===== config.mk =====
export PLATFORM = sky130hd
export DESIGN_NAME = booth_divider
export DESIGN_NICKNAME = d
export VERILOG_FILES = /design/src/rtl/div_pkg.sv /design/src/rtl/div_step.sv /design/src/rtl/booth_divider.sv
export SDC_FILE = /design/constraint.sdc
export NUM_CORES = 1
export LEC_CHECK = 0
export ABC_AREA = 1
export CAP_MARGIN = 5
export CORE_ASPECT_RATIO = 0.6
export CORE_MARGIN = 1.5
export CORE_UTILIZATION = 58
export CTS_CLUSTER_DIAMETER = 200
export CTS_CLUSTER_SIZE = 10
export DETAILED_ROUTE_END_ITERATION = 8
export PLACE_DENSITY_LB_ADDON = 0.05
export RECOVER_POWER = 25
export SLEW_MARGIN = 20
export SYNTH_ARGS = -nofsm -noshare
export SYNTH_HDL_FRONTEND = slang
export SYNTH_SLANG_ARGS = --single-unit

===== constraint.sdc =====
create_clock -name clk -period 6.9 [get_ports clk]
set_input_delay 0.69 -clock clk [delete_from_list [all_inputs] [get_ports clk]]
set_output_delay 0.69 -clock clk [all_outputs]
set_load 0.005 [all_outputs]

===== src/rtl/div_pkg.sv =====
// Shared types and helpers for the sequential restoring divider.
// Provides the FSM state encoding, the default operand width and a
// magnitude helper that widens by one bit so |most-negative| fits.
package div_pkg;

  localparam int unsigned DEF_WIDTH = 4;
  // Widest operand supported by abs_mag, plus the extra magnitude bit
  localparam int unsigned MAG_W     = 33;

  typedef enum logic [1:0] {
    ST_IDLE = 2'b00,
    ST_CALC = 2'b01,
    ST_DONE = 2'b10
  } state_t;

  // Magnitude of a width-bit two's complement value, returned in width+1 bits
  function automatic logic [MAG_W-1:0] abs_mag(input logic [MAG_W-2:0] value,
                                               input int unsigned      width);
    logic [MAG_W-1:0] ext;
    logic [MAG_W-1:0] mask;
    logic             sign;
    sign = value[5'(width - 1)];
    ext  = '0;
    for (int unsigned i = 0; i < MAG_W - 1; i++) begin
      ext[6'(i)] = (i < width) ? value[5'(i)] : sign;
    end
    ext[MAG_W-1] = sign;
    if (sign) begin
      ext = ~ext + MAG_W'(1);
    end
    mask = (MAG_W'(1) << (width + 1)) - MAG_W'(1);
    return ext & mask;
  endfunction

endpackage


===== src/rtl/div_step.sv =====
// One restoring-division iteration on unsigned magnitudes.
//   a_in/q_in : partial remainder and quotient/dividend shift register
//   m_in      : divisor magnitude (WIDTH+1 bits)
//   a_out_c/q_out_c : combinational next partial remainder and quotient
// The partial remainder always stays below m_in, so WIDTH bits hold it and
// the shifted value fits in WIDTH+1 bits.
module div_step
  import div_pkg::*;
#(
  parameter int unsigned WIDTH = DEF_WIDTH
) (
  input  logic [WIDTH-1:0] a_in,
  input  logic [WIDTH-1:0] q_in,
  input  logic [WIDTH:0]   m_in,
  output logic [WIDTH-1:0] a_out_c,
  output logic [WIDTH-1:0] q_out_c
);

  logic [WIDTH:0] a_sh;
  logic [WIDTH:0] diff;

  // Shift {A,Q} left, trial-subtract M, keep the difference only if non-negative
  always_comb begin
    a_sh = {a_in, q_in[WIDTH-1]};
    diff = a_sh - m_in;
    if (diff[WIDTH]) begin
      a_out_c = a_sh[WIDTH-1:0];
      q_out_c = {q_in[WIDTH-2:0], 1'b0};
    end else begin
      a_out_c = diff[WIDTH-1:0];
      q_out_c = {q_in[WIDTH-2:0], 1'b1};
    end
  end

endmodule


===== src/rtl/booth_divider.sv =====
// Sequential signed divider: restoring division on magnitudes, one quotient
// bit per clock, sign correction on entry to DONE.
//   clk, reset (async, active-low)
//   start            : level request, sampled in IDLE
//   dividend/divisor : signed operands, latched on accept
//   quotient/remainder : signed results, held until the next accept
//   done, busy, div_by_zero, overflow : status
//   count            : iteration index in progress
module booth_divider
  import div_pkg::*;
#(
  parameter int unsigned WIDTH = DEF_WIDTH,
  parameter int unsigned CW    = $clog2(WIDTH)
) (
  input  logic             clk,
  input  logic             reset,
  input  logic             start,
  input  logic [WIDTH-1:0] dividend,
  input  logic [WIDTH-1:0] divisor,
  output logic [WIDTH-1:0] quotient,
  output logic [WIDTH-1:0] remainder,
  output logic             done,
  output logic             busy,
  output logic             div_by_zero,
  output logic             overflow,
  output logic [CW-1:0]    count
);

  localparam logic [CW-1:0] LAST = CW'(WIDTH - 1);

  state_t           state;
  logic [WIDTH-1:0] a_reg;
  logic [WIDTH-1:0] q_reg;
  logic [WIDTH:0]   m_reg;
  logic             sd;
  logic             sv;

  logic [WIDTH:0]   div_mag;
  logic [WIDTH-1:0] dvd_mag;
  logic [WIDTH-1:0] a_step;
  logic [WIDTH-1:0] q_step;

  // Operand magnitudes; |most-negative| needs the full unsigned WIDTH bits
  always_comb begin
    div_mag = (WIDTH+1)'(abs_mag((MAG_W-1)'(divisor), WIDTH));
    dvd_mag = WIDTH'(abs_mag((MAG_W-1)'(dividend), WIDTH));
  end

  div_step #(.WIDTH(WIDTH)) u_step (
    .a_in    (a_reg),
    .q_in    (q_reg),
    .m_in    (m_reg),
    .a_out_c (a_step),
    .q_out_c (q_step)
  );

  // Control FSM and datapath registers
  always_ff @(posedge clk or negedge reset) begin
    if (!reset) begin
      state       <= ST_IDLE;
      a_reg       <= '0;
      q_reg       <= '0;
      m_reg       <= '0;
      sd          <= 1'b0;
      sv          <= 1'b0;
      quotient    <= '0;
      remainder   <= '0;
      done        <= 1'b0;
      busy        <= 1'b0;
      div_by_zero <= 1'b0;
      overflow    <= 1'b0;
      count       <= '0;
    end else begin
      case (state)
        ST_IDLE: begin
          if (start) begin
            sd          <= dividend[WIDTH-1];
            sv          <= divisor[WIDTH-1];
            m_reg       <= div_mag;
            q_reg       <= dvd_mag;
            a_reg       <= '0;
            count       <= '0;
            done        <= 1'b0;
            div_by_zero <= 1'b0;
            overflow    <= 1'b0;
            if (divisor == '0) begin
              quotient    <= '1;
              remainder   <= dividend;
              div_by_zero <= 1'b1;
              done        <= 1'b1;
              state       <= ST_DONE;
            end else begin
              busy  <= 1'b1;
              state <= ST_CALC;
            end
          end
        end
        ST_CALC: begin
          a_reg <= a_step;
          q_reg <= q_step;
          if (count == LAST) begin
            state     <= ST_DONE;
            busy      <= 1'b0;
            done      <= 1'b1;
            quotient  <= (sd ^ sv) ? -q_step : q_step;
            remainder <= sd ? -a_step : a_step;
            // A positive result with the top magnitude bit set cannot be represented
            overflow  <= ~(sd ^ sv) & q_step[WIDTH-1];
          end else begin
            count <= count + CW'(1);
          end
        end
        ST_DONE: begin
          if (!start) begin
            done  <= 1'b0;
            state <= ST_IDLE;
          end
        end
        default: begin
          done  <= 1'b0;
          busy  <= 1'b0;
          state <= ST_IDLE;
        end
      endcase
    end
  end

endmodule


# Word-level counts from Yosys, hierarchy flattened
# Index checks and enable logic that the tools add are counted.
# totals
regBits	31
in_bits	11
# op_classes
mux	38
n_reduce_logical	10
addsub	6
eq_ne	9
bitwise	6
# ops
op	n
$mux 4	12
$pmux 4 s2	4
$mux 2	6
$ne 2x2->1 const B	6
$mux 1	10
$reduce_and 3->1	3
$neg 4->4	2
$reduce_and 4->1	2
$pmux 1 s3	2
$pmux 2 s3	1
$add 5x1->5 const B	1
$mux 5	1
$not 5->5	1
$sub 5x5->5	1
$add 4x1->4 const B	1
$eq 2x2->1 const B	2
$logic_not 4->1	1
$not 4->4	1
$pmux 2 s2	1
$reduce_and 2->1	2
$add 2x1->2 const B	1
$eq 2x1->1 const B	1
$logic_not 2->1	1
$not 1->1	2
4 further kinds	4

# Logic depth before layout (Yosys ltp)
# Gate-level depths: netlist (run 1).
# depth
word_depth	6
mapped_depth	16

# Modules after synthesis
# A second synthesis (run 1) with hierarchy kept.
# unflattened
cells_unflattened	263
hier_area_um2	1956.9
# modules_own_cells
mod	n_inst	area_per_inst_um2	seq_area_each_um2	cells_each
booth_divider	1	1582.8	750.7	205
div_step	1	374.1	0.0	58

# Worst setup path after synthesis (run 1)
# No wires, ideal clock.
# synth_timing
path_kind	reg2reg
from	register q_reg[3]
to	register remainder[2]
path_buffers	0
path_stages_with_launch	17
arrival_ps	2291
period_less_slack_ps	2369
path_slack_ps	4531
setup_ps	77
path_cell_list	dfrtp_1 -> inv_1 -> ha_1 -> fa_1 -> inv_1 -> nand2_1 -> nand2_1 -> nand2_1 -> nand2_1 -> nand2_2 -> nand2_1 -> nand2_1 -> ha_1 -> or2_2 -> o21ai_0 -> a21oi_1 -> a21oi_1
# synth_via
elab_chain_cells	6
# synth_lines
item	line	source
start: declaration	booth_divider.sv:33	logic [WIDTH-1:0] q_reg;
start signal: assignment	booth_divider.sv:80	q_reg <= dvd_mag;
start signal: assignment	booth_divider.sv:100	q_reg <= q_step;
$sub 5x5->5	div_step.sv:25	diff = a_sh - m_in;
$mux 4 (*)	div_step.sv:26	if (diff[WIDTH]) begin
$neg 4->4	booth_divider.sv:106	remainder <= sd ? -a_step : a_step;
$mux 4 (*)	booth_divider.sv:106	
$mux 4 (*)	booth_divider.sv:101	if (count == LAST) begin
$pmux 4 s2 (*)	booth_divider.sv:74	case (state)
end signal: assignment	booth_divider.sv:88	remainder <= dividend;
end signal: assignment	booth_divider.sv:106	
end: declaration	booth_divider.sv:21	output logic [WIDTH-1:0] remainder,
# Every way passes the cells marked *; elsewhere a longest branch is shown, timed or not. The select of a mux whose other input is x is not followed.
# A chain may end at the register's enable or synchronous reset.

# Worst setup path after layout (run 1)
# Same ends and word-level chain as after synthesis.

==> run summary, run 1 <==
=================================================================================
Syn_area_per_cell ..................................................     7.90 um2
Portion of synthesized cell area occupied by the leading cell type .        42.4%
Buffers inserted during post-CTS setup optimization ................            0
Area grow syn2layout ...............................................        21.9%
Number of flip-flops in the largest register .......................            5
Total number of vias ...............................................         1566
Count of H-tree levels built during CTS ............................            2
Setup violation total in the final timing report ...................            0
Number of antenna violations at the first check in global routing ..            0
Maximum buffer depth of the clock tree .............................            2
Final HPWL DP ......................................................      2840 um
Cell type with the highest aggregate area in the netlist ........... sky130_fd_sc_hd__dfrtp_1
Top-Level Pins .....................................................           25
Worst setup skew after layout ......................................   0.00548 ns
Worst EP required ..................................................      7.11 ns
Vias per cell ......................................................         5.29
Post-layout minimum cycle time .....................................      2.63 ns
Detailed Route WL ..................................................      3820 um
Residual DRC .......................................................            0
Share of synthesized area occupied by flip-flops and latches .......        42.4%
Number of buffers added by the clock tree synthesis step ...........            5
First-pass GRT wire length .........................................      6360 um
Count of final hold-check violations ...............................            0
Final core utilization .............................................        74.6%
Overall overflow remaining after global route ......................            0
Min-Delay Startpoint ...............................................     m_reg[2]
Height of the chip .................................................      45.8 um
CP Launch Point ....................................................     q_reg[3]
Distinct cells, synth ..............................................           31
CP Capture Type ....................................................     register
Power density over the cells .......................................   528 nW/um2
Synth warn .........................................................            0
Hold crit path type ................................................   reg -> reg
Routability congestion estimate from global placement ..............        0.863
Final antenna-violating net count ..................................            0
Core Rows ..........................................................           15
Overall Global Routing Usage .......................................        26.2%
Vias in the first global route .....................................         1411
Worst max-slew margin expressed relative to the limit ..............       -6.36%
Violated checks .................................................... capacitance limit, slew limit
Number of detailed-routing iterations run before antenna repair ....            4
Largest fanout on the critical path ................................            5
Outcome ............................................................ complete, but fails checks
Num Clock Sinks ....................................................           30
Proportion of layout cells with a drive suffix above 1 .............        8.66%
Ant diodes .........................................................            0
Register clock-pin slew on the reported worst setup and hold paths .      0.07 ns
Timing-limited maximum frequency ...................................      380 MHz
Max_cap viols ......................................................            1
WL/cell ............................................................      12.9 um
Critical setup path kind ...........................................   reg -> reg
Number of resized instances in the post-cts repair step ............            0
Startpoint type of the worst setup path ............................     register
Leakage component of the power .....................................      1.05 nW
Biggest area contributors in the synthesized netlist ............... sky130_fd_sc_hd__dfrtp_1 42%, sky130_fd_sc_hd__nand2_1 11%, sky130_fd_sc_hd__inv_1 6.6%
Die Footprint ......................................................     3400 um2
Horizontal die dimension ...........................................      74.3 um
Core area ..........................................................     2890 um2
Syn_nets ...........................................................          245
Synth Register Bits ................................................           30
Nets@finish ........................................................          274
Insertion delay of the later-clocked pin in the worst-skew pair ....      0.29 ns
Initial DRC count ..................................................          198
Transition time at the pin with the least slew margin ..............      1.60 ns
Worst reg2reg startpoint ...........................................     q_reg[3]
Summed instance area of the synthesized netlist ....................     1770 um2
Port Buf Inserts ...................................................           24
Setup_tns ..........................................................         0 ns
Clock tree from TritonCTS ..........................................          yes
Data arrival time of the critical path .............................      2.84 ns
Clock root buffer master ........................................... sky130_fd_sc_hd__clkbuf_8
Initial cell density of the core ...................................        61.2%
Maximum number of pins on one net before global-route repair .......           31
Count of hold buffers inserted by post-cts repair ..................            0
Worst vdd rail ir drop .............................................   0.000225 V
Number of slew-limit violations in the final report ................           31
RSZ-0062 raised after global routing ...............................           no
Crit share post-route ..............................................        38.1%
Number of instances in the synthesized netlist .....................          224
=================================================================================
cells in the final DEF, fill, tap and decap left out, types with 2 or more instances in the layout:
cell type                         count
sky130_fd_sc_hd__xor2_1               2
sky130_fd_sc_hd__nor2_2               2
sky130_fd_sc_hd__dfrtp_1             30
sky130_fd_sc_hd__a41oi_2              2
sky130_fd_sc_hd__nand3_1             17
sky130_fd_sc_hd__nand2_2              2
sky130_fd_sc_hd__nor2_1              18
sky130_fd_sc_hd__inv_1               31
sky130_fd_sc_hd__nor3_1               2
sky130_fd_sc_hd__inv_2                4
sky130_fd_sc_hd__clkbuf_8             5
sky130_fd_sc_hd__clkdlybuf4s50_1     23
sky130_fd_sc_hd__o41ai_1              2
sky130_fd_sc_hd__o21ai_0             22
sky130_fd_sc_hd__ha_1                 9
sky130_fd_sc_hd__nand3b_1             2
sky130_fd_sc_hd__nand2_1             51
sky130_fd_sc_hd__clkinv_2             2
sky130_fd_sc_hd__a21oi_1             12
critical path, cell delays in order (launching register included):
cell and delay [ns]:
sky130_fd_sc_hd__dfrtp_1 0.34, sky130_fd_sc_hd__inv_1 0.06, sky130_fd_sc_hd__ha_1 0.21, sky130_fd_sc_hd__fa_1 0.40, sky130_fd_sc_hd__inv_1 0.09, sky130_fd_sc_hd__nand2_1 0.05
sky130_fd_sc_hd__nand2_1 0.07, sky130_fd_sc_hd__nand2_1 0.07, sky130_fd_sc_hd__nand2_1 0.11, sky130_fd_sc_hd__nand2_2 0.11, sky130_fd_sc_hd__nand2_1 0.09, sky130_fd_sc_hd__nand2_1 0.07
sky130_fd_sc_hd__ha_1 0.17, sky130_fd_sc_hd__or2_2 0.30, sky130_fd_sc_hd__o21ai_0 0.19, sky130_fd_sc_hd__a21oi_1 0.10, sky130_fd_sc_hd__a21oi_1 0.14
report_power, final:
group	total [mW]	internal (mW)	switching (mW)
registers	0.302	0.253	0.0493
logic	0.662	0.256	0.406
clock network	0.175	0.106	0.0685
Yosys cell counts, drive strengths merged:
master and instances:
a21oi 12, a22oi 1, a31oi 1, a41oi 2, buf 1, clkbuf 2
dfrtp 30, fa 1, ha 9, inv 35, nand2 53, nand3 17
nand3b 2, nand4 1, nor2 22, nor3 2, o21ai 23, o221ai 1
o22ai 1, o31ai 1, o41ai 2, or2 2, xnor2 1, xor2 2
metal layers:
| metal | share of wire, % | track usage, % | wire length [um] |
|---|---|---|---|
| met4 | 1.4 | 10.9 | 53 |
| met2 | 38 | 36.3 | 1460 |
| met1 | 53 | 39.0 | 2020 |
| met3 | 7.5 | 6.64 | 285 |
| met5 | 0 | 0 | 0 |
cell families (layout without fill, tap and decap cells):
kind of cell	after synthesis	after routing	share of synthesized area, %
AOI/OAI and AO/OA	44	44	15.0
xor gates and xnor gates	3	3	1.49
adders and majority gates	10	10	7.50
buffers and inverters	38	68	8.49
DFF	30	30	42.4
and+or+nand+nor	99	99	25.1
per-stage QoR:
stage / hold WS [ns] / cells / cell area, um2 / setup WS (ns) / power, mW
after floorplan: 0.394 / 224 / 1770 / 4.53 / 0.765
after global placement: 0.467 / 288 / 2050 / 4.39 / 0.941
after detailed placement: 0.476 / 288 / 2050 / 4.33 / 0.954
after CTS: 0.493 / 296 / 2160 / 4.31 / 1.13
after global routing: 0.527 / 296 / 2160 / 4.07 / 1.25
final: 0.487 / 296 / 2160 / 4.27 / 1.14
cell type report:
type                       instances  area (um2)
fill                             238         734
timing repair buffer              25         244
multi-input combinational        156         868
sequential                        30         751
tap                               42        52.6
inverter                          35         131
clock inverter                     3        40.0
clock buffer                       5        68.8
final timing paths:
check	to	slack [ns]	cells after the start
max	remainder[2]	4.27	16
min	m_reg[2]	0.49	2
max reg2reg	remainder[2]	4.27	16
min reg2reg	m_reg[2]	0.49	2
max in group asynchronous	a_reg[0]	4.64	2
min in group asynchronous	m_reg[3]	1.33	2
(Power assumes the default switching activity.)
==> inputs of run 2 (changes only) <==
--- a/config.mk
+++ b/config.mk
@@ -9,7 +9,7 @@
 export CAP_MARGIN = 5
 export CORE_ASPECT_RATIO = 0.6
 export CORE_MARGIN = 1.5
-export CORE_UTILIZATION = 58
+export CORE_UTILIZATION = 54
 export CTS_CLUSTER_DIAMETER = 200
 export CTS_CLUSTER_SIZE = 10
 export DETAILED_ROUTE_END_ITERATION = 8
==> constraint.sdc (replaced) <==
create_clock -name clk -period 2.5 [get_ports clk]
set_input_delay 0.25 -clock clk [delete_from_list [all_inputs] [get_ports clk]]
set_output_delay 0.25 -clock clk [all_outputs]
set_load 0.005 [all_outputs]
==> run 2 against run 1 <==
Compared with the run above: the flow still finishes with violations (capacitance limit, slew limit); final area grew 4.1%; register-to-register slack lost 4.2 ns; non-clock buffer count grew 6; clock skew is essentially flat; worst hold slack is essentially flat.
==> run summary, run 2 (synthesis results as in run 1) <==
=================================================================================
Max_cap viols ......................................................            1   unchanged
FF-to-FF End ....................................................... remainder[2]   unchanged
Routability congestion estimate from global placement ..............        0.962   was 0.863
Power density over the cells .......................................  1540 nW/um2   was 528 nW/um2
Top-Level Pins .....................................................           25   unchanged
Fraction of power consumed by sequential logic .....................        24.4%   was 26.5%
Detailed Route WL ..................................................      4410 um   was 3820 um
Maximum buffer depth of the clock tree .............................            2   unchanged
Vias in the first global route .....................................         1447   was 1411
WL/cell ............................................................      14.6 um   was 12.9 um
Cell with the biggest individual delay on the critical path ........ sky130_fd_sc_hd__dfrtp_1   was sky130_fd_sc_hd__fa_1
Largest fanout on the critical path ................................            3   was 5
Clock tree from TritonCTS ..........................................          yes   unchanged
Residual DRC .......................................................            0   unchanged
Placed Instances ...................................................          292   was 288
Area grow syn2layout ...............................................        26.8%   was 21.9%
Count of hold buffers inserted by post-cts repair ..................            0   unchanged
Initial DRC count ..................................................          307   was 198
Insertion delay of the later-clocked pin in the worst-skew pair ....      0.28 ns   was 0.29 ns
Clock root buffer master ........................................... sky130_fd_sc_hd__clkbuf_8   unchanged
CP dominant cell by count .......................................... sky130_fd_sc_hd__nand2_2   was sky130_fd_sc_hd__nand2_1
Initial cell density of the core ...................................        59.3%   was 61.2%
Worst setup skew after layout ......................................   0.00596 ns   was 0.00548 ns
Overall Global Routing Usage .......................................        25.2%   was 26.2%
Net switching power ................................................      1.64 mW   was 524 uW
Maximum number of pins on one net before global-route repair .......           31   unchanged
Setup violation total in the final timing report ...................            0   unchanged
Nets@finish ........................................................          280   was 274
Outcome ............................................................ complete, but fails checks   unchanged
Transition time at the pin with the least slew margin ..............      1.57 ns   was 1.60 ns
Number of flip-flops in the largest register .......................            5   unchanged
Critical setup path kind ...........................................   reg -> reg   unchanged
Data arrival time of the critical path .............................      2.68 ns   was 2.84 ns
Worst EP required ..................................................      2.70 ns   was 7.11 ns
Number of slew-limit violations in the final report ................           31   unchanged
Proportion of layout cells with a drive suffix above 1 .............        17.3%   was 8.66%
Leakage component of the power .....................................      1.07 nW   was 1.05 nW
Timing-limited maximum frequency ...................................      405 MHz   was 380 MHz
Top library cells by usage in the layout, fill and taps aside ...... 41 x sky130_fd_sc_hd__nand2_1, 30 x sky130_fd_sc_hd__dfrtp_1, 29 x sky130_fd_sc_hd__inv_1   was 51 x sky130_fd_sc_hd__nand2_1, 31 x sky130_fd_sc_hd__inv_1, 30 x sky130_fd_sc_hd__dfrtp_1
Violated checks .................................................... capacitance limit, slew limit   unchanged
CP Capture Type ....................................................     register   unchanged
Reg-to-reg slack, setup ............................................      0.03 ns   was 4.27 ns
Worst vdd rail ir drop .............................................   0.000712 V   was 0.000225 V
Non-filler instance count after layout .............................          302   was 296
Clk network pwr share ..............................................        11.7%   was 15.3%
Core Rows ..........................................................           15   unchanged
Worst reg2reg startpoint ...........................................     q_reg[3]   unchanged
Crit share post-route ..............................................        98.9%   was 38.1%
Port Buf Inserts ...................................................           24   unchanged
Setup_tns ..........................................................         0 ns   unchanged
Post-layout minimum cycle time .....................................      2.47 ns   was 2.63 ns
Startpoint type of the worst setup path ............................     register   unchanged
Sum of internal, switching and leakage power .......................      3.45 mW   was 1.14 mW
Num Clock Sinks ....................................................           30   unchanged
Worst reg2reg path depth ...........................................           16   unchanged
Maximum single-stage delay on the critical path ....................      0.37 ns   was 0.40 ns
Number of antenna violations at the first check in global routing ..            0   unchanged
Final core utilization .............................................        75.2%   was 74.6%
Vias per cell ......................................................         5.53   was 5.29
Ordered cell list for the critical path ............................ inv_2 > ha_4 > fa_2 > inv_2 > nand2_2 > nand2_2 > nand2_2 > nand2_2 > nand2_2 > nand2_2 > nand2_2 > ha_1 > or2_4 > o21ai_2 > a21oi_2 > a21oi_1   was inv_1 > ha_1 > fa_1 > inv_1 > nand2_1 > nand2_1 > nand2_1 > nand2_1 > nand2_2 > nand2_1 > nand2_1 > ha_1 > or2_2 > o21ai_0 > a21oi_1 > a21oi_1
Filler Cells Inserted ..............................................          227   was 238
Count of H-tree levels built during CTS ............................            2   unchanged
Final antenna-violating net count ..................................            0   unchanged
Core area ..........................................................     2980 um2   was 2890 um2
Horizontal die dimension ...........................................      76.9 um   was 74.3 um
Die Footprint ......................................................     3640 um2   was 3400 um2
Overall overflow remaining after global route ......................            0   unchanged
First-pass GRT wire length .........................................      6740 um   was 6360 um
CP Launch Point ....................................................     q_reg[3]   unchanged
Count of final hold-check violations ...............................            0   unchanged
Hold crit path type ................................................   reg -> reg   unchanged
Final HPWL DP ......................................................      3040 um   was 2840 um
Number of detailed-routing iterations run before antenna repair ....            5   was 4
Ant diodes .........................................................            0   unchanged
Combinational group share of total power ...........................        64.0%   was 58.1%
Internal Dissipation ...............................................      1.81 mW   was 615 uW
Crit path to ....................................................... remainder[2]   unchanged
Number of buffers added by the clock tree synthesis step ...........            5   unchanged
Register clock-pin slew on the reported worst setup and hold paths .      0.06 ns   was 0.07 ns
Worst max-slew margin expressed relative to the limit ..............       -4.97%   was -6.36%
Most common cell after layout, fill and taps aside ................. sky130_fd_sc_hd__nand2_1   unchanged
Total number of vias ...............................................         1670   was 1566
Switching part of the total ........................................        47.4%   was 46.0%
Height of the chip .................................................      47.3 um   was 45.8 um
=================================================================================
-- run 2: changes by cell type in the layout (fill, tap and decap cells not counted), sizes merged --
cell	before	now
bufinv	1	0
clkbuf	6	8
clkinv	2	1
buf	0	6
-- run 2: routing by layer --
metal / vias up / wire length [um] / track usage (%)
met1: 770 / 2170 / 37.2
met2: 88 / 1840 / 36.6
li1: 799 / - / -
met4: 0 / 87 / 10.0
met5: - / 0 / 0
met3: 13 / 310 / 5.24
-- run 2: metrics by stage --
step	worst slack [ns]	hold slack (ns)	cell area [um2]
2_1_floorplan	0.131	-0.0456	1770
3_3_place_gp	0.0514	0.468	2080
3_5_place_dp	-0.0668	0.472	2080
4_1_cts	0.0113	0.349	2180
5_1_grt	-0.0980	0.527	2240
6_report	0.0286	0.488	2240
-- run 2: worst min-delay path by stage --
stage / start / cells past startpoint / to / slack [ns]
6_report: m_reg[2] / 2 / m_reg[2] / 0.49
5_1_grt: remainder[3] / 2 / remainder[3] / 0.53
4_1_cts: reset / 2 / m_reg[3] / 0.35
3_5_place_dp: quotient[3] / 2 / quotient[3] / 0.47
3_3_place_gp: m_reg[3] / 2 / m_reg[3] / 0.47
2_1_floorplan: reset / 0 / a_reg[0] / -0.05
-- run 2: worst max-delay path, delay by kind of cell (launching register included) --
| kind | cells | cell delay [ns] |
|---|---|---|
| simple gates | 8 | 0.78 |
| fa+ha+maj | 3 | 0.71 |
| compound gates | 3 | 0.38 |
| flops | 1 | 0.37 |
| buf+inv | 2 | 0.14 |
-- run 2: area by class of cell --
| class | instances | area, um2 | share of cell area [%] |
|---|---|---|---|
| Multi-Input combinational cell | 156 | 928 | 41.4 |
| Sequential cell | 30 | 751 | 33.5 |
| Timing Repair Buffer | 31 | 289 | 12.9 |
| Inverter | 35 | 131 | 5.86 |
| Clock buffer | 7 | 86.3 | 3.85 |
| Tap cell | 42 | 52.6 | 2.34 |
| Clock inverter | 1 | 5.00 | 0.223 |
-- run 2: repair_timing --
item,CTS,global route
setup buffers,0,2
gates resized for setup,3,18
setup endpoints to repair,1,1
pin swaps,0,7
-- run 2: power groups by stage --
stage               Sequential, mW  Combinational [mW]  Clock, mW
floorplan                    0.823                1.29          0
global placement             0.837                1.87          0
detailed placement           0.841                1.89          0
CTS                          0.834                1.92      0.413
global route                 0.864                2.44      0.433
finish                       0.840                2.21      0.403
